**src/rtl/serial_sub_ctrl_pkg.sv**
```systemverilog
// Shared types and helpers for the bit-serial subtractor controller.
package sub_pkg;

  typedef enum logic [1:0] {
    IDLE = 2'd0,
    RUN  = 2'd1,
    DONE = 2'd2
  } state_e;

  // Bit-counter width; at least one bit so N = 2 still has a counter.
  function automatic int cnt_width(input int n);
    return (n <= 2) ? 1 : $clog2(n);
  endfunction

endpackage

```
**src/rtl/serial_sub_ctrl_if.sv**
```systemverilog
// Start/done request bus between a requester and the serial subtractor.
interface serial_sub_ctrl_if #(parameter int N = 8);
  logic         start;
  logic [N-1:0] a;
  logic [N-1:0] b;
  logic         bin;
  logic         busy;
  logic         done;
  logic [N-1:0] diff;
  logic         bout;
  logic         ovf;

  modport master (output start, a, b, bin, input busy, done, diff, bout, ovf);
  modport slave  (input start, a, b, bin, output busy, done, diff, bout, ovf);
endinterface

```
**src/rtl/serial_sub_ctrl_fullsubtractor.sv**
```systemverilog
// One-bit full subtractor cell: diff = a - b - cin, brf = borrow out.
module fullsubtractor (
  input  logic a,
  input  logic b,
  input  logic cin,
  output logic diff,
  output logic brf
);
  assign diff = a ^ b ^ cin;
  assign brf  = (~a & b) | (~(a ^ b) & cin);
endmodule

```
**src/rtl/serial_sub_ctrl.sv**
```systemverilog
// Bit-serial N-bit subtractor: one full-subtractor cell reused LSB first,
// borrow carried between cycles; returns diff, borrow-out and signed overflow.
module serial_sub_ctrl
  import sub_pkg::*;
#(
  parameter int N = 8
) (
  input  logic              clk,
  input  logic              rst_n,
  serial_sub_ctrl_if.slave  bus
);

  localparam int            CW     = cnt_width(N);
  localparam logic [CW-1:0] LAST   = CW'(N - 1);
  localparam logic [CW-1:0] PENULT = CW'(N - 2);

  state_e        state_q, state_d;
  logic [CW-1:0] cnt_q, cnt_d;
  logic [N-1:0]  a_q, a_d, b_q, b_d, res_q, res_d, diff_q, diff_d;
  logic          brw_q, brw_d, bmsb_q, bmsb_d, bout_q, bout_d, ovf_q, ovf_d;
  logic          cell_diff, cell_brf, accept, busy, done;

  fullsubtractor u_cell (
    .a    (a_q[0]),
    .b    (b_q[0]),
    .cin  (brw_q),
    .diff (cell_diff),
    .brf  (cell_brf)
  );

  assign accept = bus.start && ((state_q == IDLE) || (state_q == DONE));

  always_ff @(posedge clk or negedge rst_n) begin
    if (!rst_n) state_q <= IDLE;
    else        state_q <= state_d;
  end

  always_comb begin
    state_d = state_q;
    case (state_q)
      IDLE, DONE: state_d = accept ? RUN : IDLE;
      RUN:        if (cnt_q == LAST) state_d = DONE;
      default:    state_d = IDLE;
    endcase
  end

  always_comb begin
    busy = (state_q == RUN);
    done = (state_q == DONE);
  end

  always_comb begin
    cnt_d  = cnt_q;
    a_d    = a_q;
    b_d    = b_q;
    res_d  = res_q;
    brw_d  = brw_q;
    bmsb_d = bmsb_q;
    diff_d = diff_q;
    bout_d = bout_q;
    ovf_d  = ovf_q;
    if (accept) begin
      a_d   = bus.a;
      b_d   = bus.b;
      brw_d = bus.bin;
      res_d = '0;
      cnt_d = '0;
    end else if (state_q == RUN) begin
      a_d   = a_q >> 1;
      b_d   = b_q >> 1;
      res_d = {cell_diff, res_q[N-1:1]};
      brw_d = cell_brf;
      // The borrow leaving bit N-2 is the borrow into the MSB.
      if (cnt_q == PENULT) bmsb_d = cell_brf;
      if (cnt_q == LAST) begin
        diff_d = {cell_diff, res_q[N-1:1]};
        bout_d = cell_brf;
        ovf_d  = bmsb_q ^ cell_brf;
      end else begin
        cnt_d = cnt_q + 1'b1;
      end
    end
  end

  always_ff @(posedge clk or negedge rst_n) begin
    if (!rst_n) begin
      cnt_q  <= '0;
      a_q    <= '0;
      b_q    <= '0;
      res_q  <= '0;
      brw_q  <= 1'b0;
      bmsb_q <= 1'b0;
      diff_q <= '0;
      bout_q <= 1'b0;
      ovf_q  <= 1'b0;
    end else begin
      cnt_q  <= cnt_d;
      a_q    <= a_d;
      b_q    <= b_d;
      res_q  <= res_d;
      brw_q  <= brw_d;
      bmsb_q <= bmsb_d;
      diff_q <= diff_d;
      bout_q <= bout_d;
      ovf_q  <= ovf_d;
    end
  end

  assign bus.busy = busy;
  assign bus.done = done;
  assign bus.diff = diff_q;
  assign bus.bout = bout_q;
  assign bus.ovf  = ovf_q;

endmodule

```
**src/flat_wrapper.sv**
```systemverilog
// flat-port wrapper written by rule: the top's interface ports become plain ports
module serial_sub_ctrl_flat import sub_pkg::*;
#(
  parameter int N = 8
)
  (clk, rst_n, bus_start, bus_a, bus_b, bus_bin, bus_busy, bus_done, bus_diff, bus_bout, bus_ovf);
  serial_sub_ctrl_if #(.N(N)) bus_i ();
  input  logic clk;
  input  logic rst_n;
  input wire logic [$bits(bus_i.start)-1:0] bus_start;
  input wire logic [$bits(bus_i.a)-1:0] bus_a;
  input wire logic [$bits(bus_i.b)-1:0] bus_b;
  input wire logic [$bits(bus_i.bin)-1:0] bus_bin;
  output wire logic [$bits(bus_i.busy)-1:0] bus_busy;
  output wire logic [$bits(bus_i.done)-1:0] bus_done;
  output wire logic [$bits(bus_i.diff)-1:0] bus_diff;
  output wire logic [$bits(bus_i.bout)-1:0] bus_bout;
  output wire logic [$bits(bus_i.ovf)-1:0] bus_ovf;
  assign bus_i.start = bus_start;
  assign bus_i.a = bus_a;
  assign bus_i.b = bus_b;
  assign bus_i.bin = bus_bin;
  assign bus_busy = bus_i.busy;
  assign bus_done = bus_i.done;
  assign bus_diff = bus_i.diff;
  assign bus_bout = bus_i.bout;
  assign bus_ovf = bus_i.ovf;
  serial_sub_ctrl #(.N(N)) u_core (.clk(clk), .rst_n(rst_n), .bus(bus_i));
endmodule
```
**config.mk**
```make
export PLATFORM = sky130hd
export DESIGN_NAME = serial_sub_ctrl_flat
export DESIGN_NICKNAME = d
export VERILOG_FILES = /design/src/rtl/serial_sub_ctrl_pkg.sv /design/src/rtl/serial_sub_ctrl_if.sv /design/src/rtl/serial_sub_ctrl_fullsubtractor.sv /design/src/rtl/serial_sub_ctrl.sv /design/src/flat_wrapper.sv
export SDC_FILE = /design/constraint.sdc
export NUM_CORES = 1
export LEC_CHECK = 0
export ABC_AREA = 1
export CAP_MARGIN = 40
export CORE_MARGIN = 3
export CORE_UTILIZATION = 45
export CTS_CLUSTER_DIAMETER = 40
export DETAILED_ROUTE_END_ITERATION = 6
export PLACE_DENSITY = 0.72
export SETUP_SLACK_MARGIN = 0.5
export SYNTH_ARGS = -nofsm -noshare
export SYNTH_HDL_FRONTEND = slang
export SYNTH_SLANG_ARGS = --single-unit
```
**constraint.sdc**
```tcl
create_clock -name clk -period 1.3 [get_ports clk]
set_input_delay 0.26 -clock clk [delete_from_list [all_inputs] [get_ports clk]]
set_output_delay 0.26 -clock clk [all_outputs]
set_load 0.01 [all_outputs]
```
==> flow_summary.toml <==
[run_status]
status = "finished with violations"
violations = "negative setup slack"

[clocking]
clock-sinks = 40
ctsRootBufferMaster = "clkbuf_8"
cts_tree = "yes"
cts.clk_slew.worst_paths_ns = 0.08
cts_buffers = 5
cts_buffer_depth = 2
clk_latency_ns = 0.30
htree_levels = 2

[synth]
synth_nets = 257
synthCells = 233
synth_top_area_share_pct = 51.9
yosys_warnings = 0
synth_area_mm2 = 0.00193
ys_ff_latch = 40
synth_area_leaders = "dfrtp_1, nand2_1, inv_1"
synth_cell_types = 19
synth_top_cell_by_area = "dfrtp_1"
syn_avg_cell_area_um2 = 8.28
yosysSeqAreaShare_pct = 51.9

[final_layout]
ff_latch_area_mm2 = 0.00100
fillers = 221
areaGrowthSynthToFinish_pct = 70.2
final_nets = 339
multi_input_area_mm2 = 0.00112
diodes = 0
drive_gt1_share_pct = 51.9
final_cell_mix = "nand2_1, dfrtp_1, nand2_2"
final_common_cell = "nand2_1"
fin_util_pct = 80.9

[sta]
finalSetupViolations = 22
setup_slack_ns = -0.0709
tightest_slew_ns = 0.219
fin_tns_setup_ns = -0.734
relSlewSlack_pct = 85.4
fin_crit_ns = 1.37
hold_viol = 0
hold-worst-slack_ns = 0.448
rsz0062_at_grt = "true"
fin_worst_skew_ns = 0.0102
drv_slew = 0
finalCritPeriodShare_pct = 105
fmax_mhz = 729

[floorplan]
die_w_um = 71.5
die_area_mm2 = 0.00511
row_count = 23
ios = 32
core-area_mm2 = 0.00406
initial_core_util_pct = 47.5
die_h_um = 71.5

[placement]
io_buffer_count = 31
dp_hpwl_um = 2650
gp_congestion = 0.740

[global_route]
grt_pass1_vias = 1706
grt_start_max_net_pins = 41
grt_overflow_total = 0
grt_util_all_layers_pct = 20.9
grt_pass1_wl_um = 8330
grt_antenna_before_repair = 0

[pwr]
p_int_w = 0.00468
ir_drop_mv = 1.10
power_leakage_nw = 1.70
seqPwrFrac_pct = 27.5
p_sw_w = 0.00341
power_w = 0.00809
p_clk_share_pct = 12.6
combinationalPowerShare_pct = 59.9
swShare_pct = 42.1
p_per_area_mw_per_mm2 = 2470

[job]
drv_cap = 0

[routing]
routed_wl_um = 6240
vias = 1892
first_pass_iters = 4
drtAntennaViolNets = 0
viasPerCell = 5.17
drc = 0
drt-initial-drc-count = 109
routedWlPerCell_um = 17.0

[setup_path]
required_ns = 1.48
worstSetupEndpointType = "register"
crit_type = "register to register"
crit_fanout = 8
crit_path_start_kind = "register"
cp_data_arrival_time_ns = 1.55

[min_path]
hp-class = "input pin to asynchronous set/reset pin"
==> power by group through the flow <==
stage               Combinational [W]  Clock [W]  Sequential [W]
floorplan                     0.00191          0         0.00219
global placement              0.00275          0         0.00218
detailed placement            0.00282          0         0.00221
CTS                           0.00375    0.00102         0.00218
global route                  0.00525    0.00107         0.00228
finish                        0.00485    0.00102         0.00223
==> sequential cells by signal (all words and copies together), names as in the netlist <==
signal,cells
u_core.a_q,8
u_core.bmsb_q,1
u_core.brw_q,1
u_core.bus.bout,1
u_core.state_q,2
u_core.res_q,7
u_core.cnt_q,3
u_core.bus.diff,8
u_core.bus.ovf,1
u_core.b_q,8
==> metal layers <==
| layer | share of wire [%] | GRT usage (%) | vias to the layer above |
|---|---|---|---|
| li1 | - | - | 879 |
| met5 | 0 | 0 | - |
| met4 | 4.8 | 8.14 | 0 |
| met1 | 40 | 27.1 | 919 |
| met2 | 51 | 34.3 | 65 |
| met3 | 4.3 | 4.63 | 29 |
==> per-stage QoR <==
stage	std cells	area, um^2	worst slack, ns
finish	366	3280	-0.0709
floorplan	233	2020	0.160
CTS	348	2940	-0.0292
detailed placement	317	2430	-0.164
global placement	317	2430	-0.148
global route	366	3280	-0.115
==> synth_stat cells <==
library cell,n
buf_2,3
buf_4,2
buf_6,3
dfrtp_1,40
fa_1,1
ha_1,3
inv_1,30
inv_2,1
inv_4,1
nand2_1,102
nand2_2,1
nand2_4,3
nand3_1,21
nand4_1,1
nor2_1,2
nor2_4,2
o21ai_0,8
o21ai_2,8
xnor2_1,1
==> cells by family (layout without fill, tap and decap cells) <==
| group | Yosys count | after routing | synth area share, % |
|---|---|---|---|
| AO/OA/AOI/OAI | 16 | 16 | 5.71 |
| flip-flops | 40 | 40 | 51.9 |
| AND/OR/NAND/NOR | 132 | 134 | 29.3 |
| buffers and inverters | 40 | 121 | 9.67 |
| adder cells (fa/ha/maj) | 4 | 4 | 2.99 |
| XOR/XNOR | 1 | 1 | 0.454 |
==> final cells by class <==
| class | instances | area share [%] |
|---|---|---|
| Clock buffer | 6 | 2.21 |
| Clock inverter | 2 | 1.07 |
| Inverter | 32 | 4.50 |
| Multi-Input combinational cell | 155 | 34.1 |
| Sequential cell | 40 | 30.5 |
| Tap cell | 50 | 1.91 |
| Timing Repair Buffer | 80 | 25.4 |
| Timing Repair inverter | 1 | 0.343 |
==> repair_timing <==
action,in CTS,in global routing
gates cloned,2,2
pin swaps,48,34
hold buffers,1,0
hold endpoints to repair,40,0
setup buffers,20,16
resized for setup,123,47
setup endpoints to repair,52,52
==> worst max-delay path, stage by stage (launching register included) <==
cell and delay, ns:
dfrtp_2 0.43, buf_6 0.14, buf_8 0.12, nor2_4 0.14, buf_6 0.12, buf_12 0.13, nand2_4 0.05, nand2_2 0.06
nand2_1 0.06
==> final timing paths <==
kind / startpoint / to / slack [ns] / depth (start not counted)
max: u_core.state_q[0]$_DFFE_PN0P_ / u_core.a_q[4]$_DFFE_PN0P_ / -0.07 / 8
min: rst_n / u_core.bus.diff[1]$_DFFE_PN0P_ / 0.45 / 3
max reg2reg: u_core.state_q[0]$_DFFE_PN0P_ / u_core.a_q[4]$_DFFE_PN0P_ / -0.07 / 8
min reg2reg: u_core.b_q[4]$_DFFE_PN0P_ / u_core.b_q[4]$_DFFE_PN0P_ / 0.48 / 2
max in group asynchronous: rst_n / u_core.state_q[0]$_DFFE_PN0P_ / 0.63 / 3
min in group clk: u_core.b_q[4]$_DFFE_PN0P_ / u_core.b_q[4]$_DFFE_PN0P_ / 0.48 / 2
Power figures use the tool's default switching activity.
